### config.mk
export PLATFORM = sky130hd
export DESIGN_NAME = surf4_hk_scanner
export DESIGN_NICKNAME = d
export VERILOG_FILES = /design/src/rtl/surf4_hk_pkg.sv /design/src/rtl/surf4_hk_drp_seq.sv /design/src/rtl/surf4_hk_scanner.sv
export SDC_FILE = /design/constraint.sdc
export NUM_CORES = 1
export LEC_CHECK = 0
export ABC_AREA = 1
export ABC_CLOCK_PERIOD_IN_PS = 4200
export CORE_MARGIN = 1
export CORE_UTILIZATION = 63
export DETAILED_ROUTE_END_ITERATION = 10
export PLACE_DENSITY = 0.85
export REMOVE_ABC_BUFFERS = 1
export SYNTH_ARGS = -nofsm -noshare
export SYNTH_HDL_FRONTEND = slang
export SYNTH_SLANG_ARGS = --single-unit
### constraint.sdc
create_clock -name clk_i -period 4.2 [get_ports clk_i]
set_input_delay 0.63 -clock clk_i [delete_from_list [all_inputs] [get_ports clk_i]]
set_output_delay 0.63 -clock clk_i [all_outputs]
set_load 0.02 [all_outputs]
### src/rtl/surf4_hk_pkg.sv
// rtl/surf4_hk_pkg.sv - register map, FSM encoding and status bit positions for the housekeeping scanner
package surf4_hk_pkg;

    localparam logic [6:0] REG_CTRL    = 7'h00;
    localparam logic [6:0] REG_STATUS  = 7'h01;
    localparam logic [6:0] REG_NCH     = 7'h02;
    localparam logic [6:0] CHADDR_BASE = 7'h20;
    localparam logic [6:0] RESULT_BASE = 7'h40;

    localparam int CTRL_EN   = 0;
    localparam int CTRL_MODE = 1;
    localparam int CTRL_SS   = 2;

    localparam int STAT_BUSY    = 0;
    localparam int STAT_TIMEOUT = 1;
    localparam int STAT_OVERRUN = 2;

    typedef enum logic [2:0] {
        ST_IDLE,
        ST_ISSUE,
        ST_WAIT,
        ST_STORE,
        ST_NEXT
    } hk_state_e;

endpackage

### src/rtl/surf4_hk_drp_seq.sv
// rtl/surf4_hk_drp_seq.sv - scan FSM, DRDY timeout counter and DRP read port
module surf4_hk_drp_seq #(
    parameter int DRP_AW  = 7,
    parameter int DRP_DW  = 16,
    parameter int TIMEOUT = 255
) (
    input  logic              clk_i,
    input  logic              rst_i,
    input  logic              start_i,
    input  logic [4:0]        nch_i,
    input  logic [DRP_AW-1:0] chaddr_i,
    input  logic [DRP_DW-1:0] drp_do_i,
    input  logic              drp_drdy_i,
    output logic              busy_o,
    output logic [4:0]        idx_o,
    output logic              store_o,
    output logic [15:0]       value_o,
    output logic              timeout_o,
    output logic              scan_done_o,
    output logic              drp_den_o,
    output logic [DRP_AW-1:0] drp_daddr_o
);
    import surf4_hk_pkg::*;

    localparam int TW = $clog2(TIMEOUT + 1);

    hk_state_e     state_q, state_d;
    logic [4:0]    idx_q, idx_d;
    logic [TW-1:0] timer_q, timer_d;
    logic [15:0]   value_q, value_d;
    logic          unused_do;

    assign unused_do = ^drp_do_i;

    always_ff @(posedge clk_i) begin
        if (rst_i) begin
            state_q <= ST_IDLE;
            idx_q   <= '0;
            timer_q <= '0;
            value_q <= '0;
        end else begin
            state_q <= state_d;
            idx_q   <= idx_d;
            timer_q <= timer_d;
            value_q <= value_d;
        end
    end

    always_comb begin
        state_d     = state_q;
        idx_d       = idx_q;
        timer_d     = timer_q;
        value_d     = value_q;
        timeout_o   = 1'b0;
        scan_done_o = 1'b0;
        store_o     = 1'b0;
        drp_den_o   = 1'b0;
        drp_daddr_o = '0;
        case (state_q)
            ST_IDLE: begin
                if (start_i) begin
                    idx_d   = '0;
                    state_d = ST_ISSUE;
                end
            end
            ST_ISSUE: begin
                drp_den_o   = 1'b1;
                drp_daddr_o = chaddr_i;
                timer_d     = '0;
                state_d     = ST_WAIT;
            end
            ST_WAIT: begin
                // DRDY is checked first so a response on the final timer cycle still lands
                if (drp_drdy_i) begin
                    value_d = 16'(drp_do_i);
                    state_d = ST_STORE;
                end else if (timer_q == TW'(TIMEOUT - 1)) begin
                    value_d   = 16'hFFFF;
                    timeout_o = 1'b1;
                    state_d   = ST_STORE;
                end else begin
                    timer_d = timer_q + 1'b1;
                end
            end
            ST_STORE: begin
                store_o = 1'b1;
                state_d = ST_NEXT;
            end
            ST_NEXT: begin
                if (idx_q >= nch_i) begin
                    scan_done_o = 1'b1;
                    state_d     = ST_IDLE;
                end else begin
                    idx_d   = idx_q + 5'd1;
                    state_d = ST_ISSUE;
                end
            end
            default: state_d = ST_IDLE;
        endcase
    end

    assign busy_o  = (state_q != ST_IDLE);
    assign idx_o   = idx_q;
    assign value_o = value_q;

endmodule

### src/rtl/surf4_hk_scanner.sv
// rtl/surf4_hk_scanner.sv - WISHBONE register bank and result store around the DRP scan sequencer
module surf4_hk_scanner #(
    parameter int NUM_CH  = 8,
    parameter int DRP_AW  = 7,
    parameter int DRP_DW  = 16,
    parameter int TIMEOUT = 255
) (
    input  logic              clk_i,
    input  logic              rst_i,
    input  logic              wbs_cyc_i,
    input  logic              wbs_stb_i,
    input  logic              wbs_we_i,
    input  logic [8:0]        wbs_adr_i,
    input  logic [31:0]       wbs_dat_i,
    output logic [31:0]       wbs_dat_o,
    output logic              wbs_ack_o,
    input  logic              pps_i,
    output logic              drp_den_o,
    output logic              drp_dwe_o,
    output logic [DRP_AW-1:0] drp_daddr_o,
    output logic [DRP_DW-1:0] drp_di_o,
    input  logic [DRP_DW-1:0] drp_do_i,
    input  logic              drp_drdy_i,
    output logic              scan_done_o
);
    import surf4_hk_pkg::*;

    localparam logic [4:0] NCH_MAX = 5'(NUM_CH - 1);

    function automatic logic [NUM_CH-1:0][DRP_AW-1:0] chaddr_init();
        logic [NUM_CH-1:0][DRP_AW-1:0] v;
        for (int i = 0; i < NUM_CH; i++) v[i] = DRP_AW'(i);
        return v;
    endfunction

    logic                          ctrl_en_q, ctrl_en_d, ctrl_mode_q, ctrl_mode_d;
    logic                          tmo_err_q, tmo_err_d, pps_ovr_q, pps_ovr_d;
    logic [15:0]                   scan_count_q, scan_count_d;
    logic [4:0]                    nch_q, nch_d;
    logic [NUM_CH-1:0][DRP_AW-1:0] chaddr_q, chaddr_d;
    logic [NUM_CH-1:0][31:0]       result_q, result_d;
    logic                          ack_q, ack_d, pps_q, pps_d;
    logic [31:0]                   dat_q, dat_d, rd_data;

    logic [6:0]        word;
    logic              req, wr, pps_rise, ss_wr, start;
    logic              seq_busy, seq_store, seq_timeout, seq_done;
    logic [4:0]        seq_idx;
    logic [15:0]       seq_value;
    logic [DRP_AW-1:0] cur_chaddr;
    logic              unused_ok;

    assign word      = wbs_adr_i[8:2];
    assign req       = wbs_cyc_i & wbs_stb_i & ~ack_q;
    assign wr        = req & wbs_we_i;
    assign pps_rise  = pps_i & ~pps_q;
    assign ss_wr     = wr && (word == REG_CTRL) && wbs_dat_i[CTRL_SS];
    assign start     = (ctrl_en_q & ~ctrl_mode_q) | (ctrl_en_q & ctrl_mode_q & pps_rise) | ss_wr;
    assign unused_ok = ^{wbs_adr_i[1:0], wbs_dat_i};

    always_comb begin
        cur_chaddr = '0;
        for (int i = 0; i < NUM_CH; i++) begin
            if (seq_idx == 5'(i)) cur_chaddr = chaddr_q[i];
        end
    end

    surf4_hk_drp_seq #(
        .DRP_AW  (DRP_AW),
        .DRP_DW  (DRP_DW),
        .TIMEOUT (TIMEOUT)
    ) u_seq (
        .clk_i       (clk_i),
        .rst_i       (rst_i),
        .start_i     (start),
        .nch_i       (nch_q),
        .chaddr_i    (cur_chaddr),
        .drp_do_i    (drp_do_i),
        .drp_drdy_i  (drp_drdy_i),
        .busy_o      (seq_busy),
        .idx_o       (seq_idx),
        .store_o     (seq_store),
        .value_o     (seq_value),
        .timeout_o   (seq_timeout),
        .scan_done_o (seq_done),
        .drp_den_o   (drp_den_o),
        .drp_daddr_o (drp_daddr_o)
    );

    always_comb begin
        rd_data = '0;
        case (word)
            REG_CTRL:   rd_data = {29'd0, 1'b0, ctrl_mode_q, ctrl_en_q};
            REG_STATUS: rd_data = {scan_count_q, 13'd0, pps_ovr_q, tmo_err_q, seq_busy};
            REG_NCH:    rd_data = {27'd0, nch_q};
            default:    rd_data = '0;
        endcase
        for (int i = 0; i < NUM_CH; i++) begin
            if (word == CHADDR_BASE + 7'(i)) rd_data = 32'(chaddr_q[i]);
            if (word == RESULT_BASE + 7'(i)) rd_data = result_q[i];
        end
    end

    always_comb begin
        ctrl_en_d    = ctrl_en_q;
        ctrl_mode_d  = ctrl_mode_q;
        tmo_err_d    = tmo_err_q;
        pps_ovr_d    = pps_ovr_q;
        scan_count_d = scan_count_q;
        nch_d        = nch_q;
        chaddr_d     = chaddr_q;
        result_d     = result_q;
        pps_d        = pps_i;
        ack_d        = req;
        dat_d        = req ? rd_data : 32'd0;

        if (wr) begin
            if (word == REG_CTRL) begin
                ctrl_en_d   = wbs_dat_i[CTRL_EN];
                ctrl_mode_d = wbs_dat_i[CTRL_MODE];
            end
            if (word == REG_STATUS) begin
                if (wbs_dat_i[STAT_TIMEOUT]) tmo_err_d = 1'b0;
                if (wbs_dat_i[STAT_OVERRUN]) pps_ovr_d = 1'b0;
            end
            if (word == REG_NCH) nch_d = (wbs_dat_i[4:0] > NCH_MAX) ? NCH_MAX : wbs_dat_i[4:0];
            for (int i = 0; i < NUM_CH; i++) begin
                if (word == CHADDR_BASE + 7'(i)) chaddr_d[i] = wbs_dat_i[DRP_AW-1:0];
            end
        end

        // sticky sets come after the W1C clears so a coincident event is not lost
        if (seq_timeout) tmo_err_d = 1'b1;
        if (pps_rise && ctrl_en_q && ctrl_mode_q && seq_busy) pps_ovr_d = 1'b1;
        if (seq_done) scan_count_d = scan_count_q + 16'd1;
        if (seq_store) begin
            for (int i = 0; i < NUM_CH; i++) begin
                if (seq_idx == 5'(i)) result_d[i] = {scan_count_q, seq_value};
            end
        end
    end

    always_ff @(posedge clk_i) begin
        if (rst_i) begin
            ctrl_en_q    <= 1'b0;
            ctrl_mode_q  <= 1'b0;
            tmo_err_q    <= 1'b0;
            pps_ovr_q    <= 1'b0;
            scan_count_q <= '0;
            nch_q        <= NCH_MAX;
            chaddr_q     <= chaddr_init();
            result_q     <= '0;
            ack_q        <= 1'b0;
            dat_q        <= '0;
            pps_q        <= 1'b0;
        end else begin
            ctrl_en_q    <= ctrl_en_d;
            ctrl_mode_q  <= ctrl_mode_d;
            tmo_err_q    <= tmo_err_d;
            pps_ovr_q    <= pps_ovr_d;
            scan_count_q <= scan_count_d;
            nch_q        <= nch_d;
            chaddr_q     <= chaddr_d;
            result_q     <= result_d;
            ack_q        <= ack_d;
            dat_q        <= dat_d;
            pps_q        <= pps_d;
        end
    end

    assign wbs_ack_o   = ack_q;
    assign wbs_dat_o   = dat_q;
    assign drp_dwe_o   = 1'b0;
    assign drp_di_o    = '0;
    assign scan_done_o = seq_done;

endmodule

==> results.ini, run 1 <==
[synth]
synth_cells = 2239
yosys_register_bits = 403
ys_seq_area_share_pct = 47.0
synthFlopType = dfxtp_1
avgSynthCellArea_um2 = 7.66
synth.distinct_cells = 47
async_flop_share_pct = 0
ys_warn_count = 0
syn_area_mm2 = 0.0171
synth_edf_count = 0

[timing]
drv_slew = 0
rsz0062_at_grt = false
slew_headroom_pct = 16.5
finalSetupViolations = 0
fin_crit_sh_pct = 94.4
timing_hold_violations_final = 0
fin_setup_tns_ns = 0
skew_ns = 0.0189
tightest_slew_ns = 1.25
min_period_ns = 3.96
setup_slack_ns = 0.237
fmax_ghz = 0.252

[finish]
stdcell_count = 2596
antenna_cells = 0
final_cell_mix = dfxtp_1 (403), o21ai_0 (352), nor2_1 (345)
drive_gt1_share_pct = 8.87
final_area_mm2 = 0.0192
final_nets = 2301
final_common_cell = dfxtp_1
area_delta_synth_final_pct = 11.8

[clocking]
clk_pin_slew_ns = 0.06
ctsLongestPathBuffers = 3
root_buffer = clkbuf_16
clk_latency_ns = 0.54
cts_tree = yes
cts-buffers-inserted = 41
ctsHoldBuffers = 0
htree_levels = 2
cts.sinks = 403

[critical_path]
worst-path-max-fanout = 15
critPathKind = reg -> out
slowest_delay_ns = 0.63
reg2reg_depth = 9
critPathLaunchType = flop
setup.worst_path.end_class = output pin
arrival_ns = 3.33
cp.depth = 13
required_ns = 3.57
crit_slowest_cell = clkdlybuf4s50_1
path_buf_inv = 3
cpLargestDelayFamily = buffers and inverters
crit_chain = inv_1, ha_1, inv_1, nor2_1, nand2_1, nand3_1, o211ai_1, o2111ai_1, o21ai_0, nand2_1, o21ai_0, a21oi_1, clkdlybuf4s50_1

[run_status]
status = completed

[min_path]
worstHoldPathType = in -> reg
holdPathStages = 2

[grt]
grt_antenna_before_repair = 0
grt_usage_pct = 33.6
overflow = 0
grt_max_degree = 133
grt_pass1_vias = 15300
grt_pass1_wl_um = 76200

[floorplan]
core_area_mm2 = 0.0268
die_width_um = 167
io_pins = 123
die_h_um = 167
row_count = 60
initial_core_util_pct = 64.0
dieArea_mm2 = 0.0279

[detailed_routing]
wl_per_cell_um = 18.5
drt_iter0_markers = 1805
routed_via_density = 6.17
final_antenna_net_count = 0
vias = 16000
drc = 0
firstDrtPassIters = 6
drt_wl_total_um = 48000

[power_and_ir_drop]
peakVddDrop_mv = 0.379
leakage_nw = 7.57
p_per_area_mw_per_mm2 = 407

[placement]
placed_area_mm2 = 0.0178
gp_congestion = 0.957
placedCellCount = 2523
post-dp-hpwl_um = 30500
pre_cts_slack_ns = 0.788
port_buffers = 78

[run]
max_cap_viol_count = 0

## cells in the mapped netlist (all sizes together) (3+ instances only)
library cell  instances  area share [%]
nor3                 27             1.2
a31oi                20            0.73
o21ai               364              11
dfxtp               403              47
o2111ai              11            0.56
a22o                  9            0.46
nand4                21            0.77
o211ai               35             1.5
nor4                  3            0.11
o22ai                 3            0.11
a21oi               223             6.5
o221a                 3            0.20
nor2                370             8.5
inv                 137             3.0
nor3b                 8            0.38
clkbuf               93             2.0
nand2               284             6.3
nand3                49             1.7
clkinv               11            0.24
buf                  80             2.7
a211oi                4            0.20
a221oi               47             3.3
xor2                  3            0.15
o221ai                3            0.15
ha                   12            0.88
or2                   9            0.33
## through the flow
stage	util (%)	hold slack, ns	total power (W)
6_report	71.6	0.408	0.00781
2_1_floorplan	-	0.427	0.00406
4_1_cts	71.5	0.404	0.00781
5_1_grt	71.6	0.412	0.00798
3_5_place_dp	66.5	0.441	0.00418
3_3_place_gp	66.5	0.439	0.00417
## layout make-up
type / count / area [um^2]
Sequential cell: 403 / 8070
Clock buffer: 57 / 1140
Fill cell: 2033 / 7620
Inverter: 148 / 561
Multi-Input combinational cell: 1531 / 7800
Timing Repair Buffer: 100 / 966
Clock inverter: 16 / 221
Tap cell: 341 / 427
## final timing paths
kind / from / to / slack (ns)
setup reg to reg: u_seq.idx_o[2] / result_q[185] / 1.37
hold reg to reg: result_q[226] / result_q[226] / 0.45
setup / recovery: u_seq.idx_o[0] / drp_daddr_o[0] / 0.24
hold / removal: rst_i / wbs_ack_o / 0.41
## kinds of logic (layout without fill, tap and decap cells)
family	after synthesis	count (layout)	share of synthesized area, %
other	1	17	0.0219
AND/OR/NAND/NOR	773	773	19.4
XOR/XNOR	3	3	0.153
flip-flops	403	403	47.0
adder cells (fa/ha/maj)	12	12	0.876
buffers and inverters	321	321	7.98
AO/OA/AOI/OAI	726	726	24.5
## flip-flops by register name (all words and copies together), names as in the netlist
signal	count
chaddr_q	56
ctrl_en_q	1
ctrl_mode_q	1
nch_q	5
pps_ovr_q	1
pps_q	1
result_q	256
scan_count_q	16
tmo_err_q	1
u_seq.idx_o	5
u_seq.state_q	3
u_seq.timer_q	8
u_seq.value_o	16
wbs_ack_o	1
wbs_dat_o	32
## what timing repair did
action / 4_1_cts / 5_1_grt
hold endpoints to repair: 0 / 0
resized for setup: 0 / 1
endpoints found under the setup margin: 0 / 2
buffers inserted: 0 / 0
## metal layers
metal | share of wire [%] | vias up | track usage, %
li1 | - | 7505 | -
met1 | 40 | 7531 | 42.8
met2 | 46 | 823 | 55.8
met3 | 9.4 | 169 | 5.42
met4 | 4.1 | 0 | 15.9
met5 | 0 | - | 0
## report_power, final
group	total, W	internal, W	switching, W
Sequential	0.00385	0.00383	0.0000183
Clock	0.00370	0.00220	0.00150
Combinational	0.000252	0.0000744	0.000177
(Power assumes the default switching activity.)
==> inputs of run 2 (changes only) <==
CELL_PAD_IN_SITES_DETAIL_PLACEMENT = 1   (was not set)
CELL_PAD_IN_SITES_GLOBAL_PLACEMENT = 1   (was not set)
CORE_UTILIZATION = 47   (was 63)
PLACE_DENSITY = not set   (was 0.85)
PLACE_DENSITY_LB_ADDON = 0.1   (was not set)
==> run 2 against run 1 <==
  * The flow now finishes with violations (design-rule violations)
  * Fmax fell by 1.8%
  * Combinational power increased by 6%
  * Sequential share of layout area decreased by 0.68 points
  * Clock-buffer cell count increased by 8
  * Sequential power barely moved
  * Total power up 3.9%
  * Worst setup slack got worse by 0.071 ns
  * Non-clock buffer count grew 4
  * Clock power is 7.8% higher
  * Critical path type unchanged
  * Highest routed layer unchanged
==> results.ini, run 2 (same netlist as run 1, synthesis figures left out) <==
[floorplan]
die_width_um = 193  ; +16%
row_count = 69  ; +15%
io_pins = 123  ; unchanged
core_area_mm2 = 0.0357  ; +33%
initial_core_util_pct = 48.0  ; -16 points
die_h_um = 193  ; +16%
dieArea_mm2 = 0.0373  ; +34%

[run_status]
violations = design-rule violations
status = finished, violations left

[grt]
grt_max_degree = 97  ; -27%
overflow = 0  ; unchanged
grt_usage_pct = 30.4  ; -3.3 points
grt_antenna_before_repair = 0  ; unchanged
grt_pass1_vias = 16100  ; +5.0%
grt_pass1_wl_um = 88400  ; +16%

[placement]
port_buffers = 78  ; unchanged
placed_area_mm2 = 0.0180  ; +1.2%
gp_congestion = 0.899  ; -6.0%
post-dp-hpwl_um = 36300  ; +19%

[finish]
final_cell_mix = dfxtp_1 (403), o21ai_0 (352), nor2_1 (345)
fillCellCount = 4466  ; +120%
final_common_cell = dfxtp_1
area_delta_synth_final_pct = 13.7
regMostFlops = result_q
largest_reg_flops = 256  ; unchanged
drive_gt1_share_pct = 9.23  ; +0.36 points
final_nets = 2308  ; +0.30%
final_area_mm2 = 0.0195  ; +1.6%

[timing]
tightest_slew_ns = 0.959  ; -0.293 ns
fin_crit_sh_pct = 96.0  ; +1.7 points
timing_hold_violations_final = 0  ; unchanged
drv_slew = 0  ; unchanged
finalSetupViolations = 0  ; unchanged
slew_headroom_pct = 35.9  ; +19 points
rsz0062_at_grt = false
skew_ns = 0.0194  ; +0.000501 ns
fmax_ghz = 0.248  ; -1.8%
min_period_ns = 4.03  ; +0.0706 ns

[run]
max_cap_viol_count = 0  ; unchanged

[detailed_routing]
wl_per_cell_um = 20.7  ; +12%
top_layer = met4
wl_met3_um = 2770  ; -39%
met1_length_um = 25500  ; +33%
drc = 20  ; +20
vias = 15900  ; -0.67%
firstDrtPassIters = 8  ; +2
drt_wl_total_um = 56500  ; +18%
routed_via_density = 5.84  ; -5.4%
wl_met2_um = 26700  ; +20%
final_antenna_net_count = 0  ; unchanged
drt_iter0_markers = 953  ; -47%

[power_and_ir_drop]
intPower_w = 0.00628  ; +2.8%
seqPwrFrac_pct = 47.5  ; -1.8 points
p_sw_w = 0.00183  ; +7.9%
p_per_area_mw_per_mm2 = 416  ; +2.2%
p_sw_share_pct = 22.6  ; +0.84 points
peakVddDrop_mv = 0.350  ; -7.7%
p_total_w = 0.00811  ; +3.9%
leakage_nw = 7.66  ; +1.2%
power_frac_comb_pct = 3.3  ; about the same
p_clk_share_pct = 49.2  ; +1.8 points

[clocking]
clk_latency_ns = 0.57  ; +0.03 ns
cts-buffers-inserted = 44  ; +7.3%
htree_levels = 2  ; unchanged
ctsLongestPathBuffers = 3  ; unchanged
cts.sinks = 403  ; unchanged
clk_pin_slew_ns = 0.06  ; about the same
post_cts_buffers = 0  ; unchanged
root_buffer = clkbuf_16
cts_tree = yes

[critical_path]
critPathLaunchType = flop
required_ns = 3.57  ; about the same
worst-path-max-fanout = 8  ; -7
arrival_ns = 3.40  ; +0.07 ns
critPathKind = reg -> out
setup.worst_path.end_class = output pin

[min_path]
worstHoldPathType = reg -> reg

==> run 2: cell types whose count changed in the layout (fill, tap and decap cells not counted), sizes merged <==
| cell | previous run | this run |
|---|---|---|
| clkbuf | 57 | 65 |
| buf | 23 | 27 |
| bufinv | 5 | 4 |
| clkinvlp | 2 | 0 |
| diode | 0 | 1 |
==> run 2: path summary, 6_finish.rpt <==
| path | end | startpoint | depth (start not counted) | slack [ns] |
|---|---|---|---|---|
| worst min register to register | result_q[207] | result_q[207] | 2 | 0.46 |
| worst min-delay path | result_q[207] | result_q[207] | 2 | 0.46 |
| worst max register to register | result_q[160] | u_seq.idx_o[2] | 9 | 1.27 |
| worst max-delay path | drp_daddr_o[0] | u_seq.idx_o[1] | 13 | 0.17 |
==> run 2: layout make-up <==
class                      count  area (um^2)  share of cell area [%]
sequential                   403         8070                    41.4
inverter                     148          561                    2.88
timing repair buffer         104         1010                    5.17
antenna                        1         2.50                  0.0128
tap                          461          577                    2.96
clock buffer                  65         1290                    6.62
clock inverter                13          173                   0.886
multi-input combinational   1531         7810                    40.1
==> run 2: routing by layer <==
metal  global-route usage [%]  vias to the layer above
met2                     50.9                      371
met5                        0                        -
met1                     39.9                     7899
li1                         -                     7530
met3                     4.52                      120
met4                     10.5                        0
==> run 2: critical path: stages (launching register included) <==
cell             delay [ns]
dfxtp_1                0.34
inv_1                  0.13
ha_1                   0.21
nand3_1                0.26
inv_1                  0.25
nand2_1                0.07
nand3_1                0.11
o211ai_1               0.12
o2111ai_1              0.11
o21ai_0                0.17
nand2_1                0.10
o21ai_0                0.12
a21oi_1                0.21
clkdlybuf4s50_1        0.64
==> run 2: power by group through the flow <==
stage | registers, W | clock network [W] | logic [W]
2_1_floorplan | 0.00393 | 0 | 0.000133
3_3_place_gp | 0.00393 | 0 | 0.000255
3_5_place_dp | 0.00394 | 0 | 0.000261
4_1_cts | 0.00385 | 0.00404 | 0.000263
5_1_grt | 0.00385 | 0.00417 | 0.000287
6_report | 0.00385 | 0.00399 | 0.000266
==> run 2: per-stage QoR <==
stage	utilization [%]	setup TNS, ns	hold WS [ns]	instances	setup slack [ns]
final	54.5	0	0.455	2726	0.166
after global routing	54.5	0	0.476	2725	0.0305
after CTS	54.5	0	0.457	2725	0.167
after detailed placement	50.4	0	0.448	2647	0.773
after global placement	50.4	0	0.438	2647	0.820
after floorplan	-	-103.69	0.427	2082	-0.804
==> run 2: what timing repair did <==
item | 4_1_cts | 5_1_grt
hold endpoints to repair | 0 | 0
resized for setup | 0 | 1
endpoints found under the setup margin | 0 | 2
hold buffers | 0 | 0
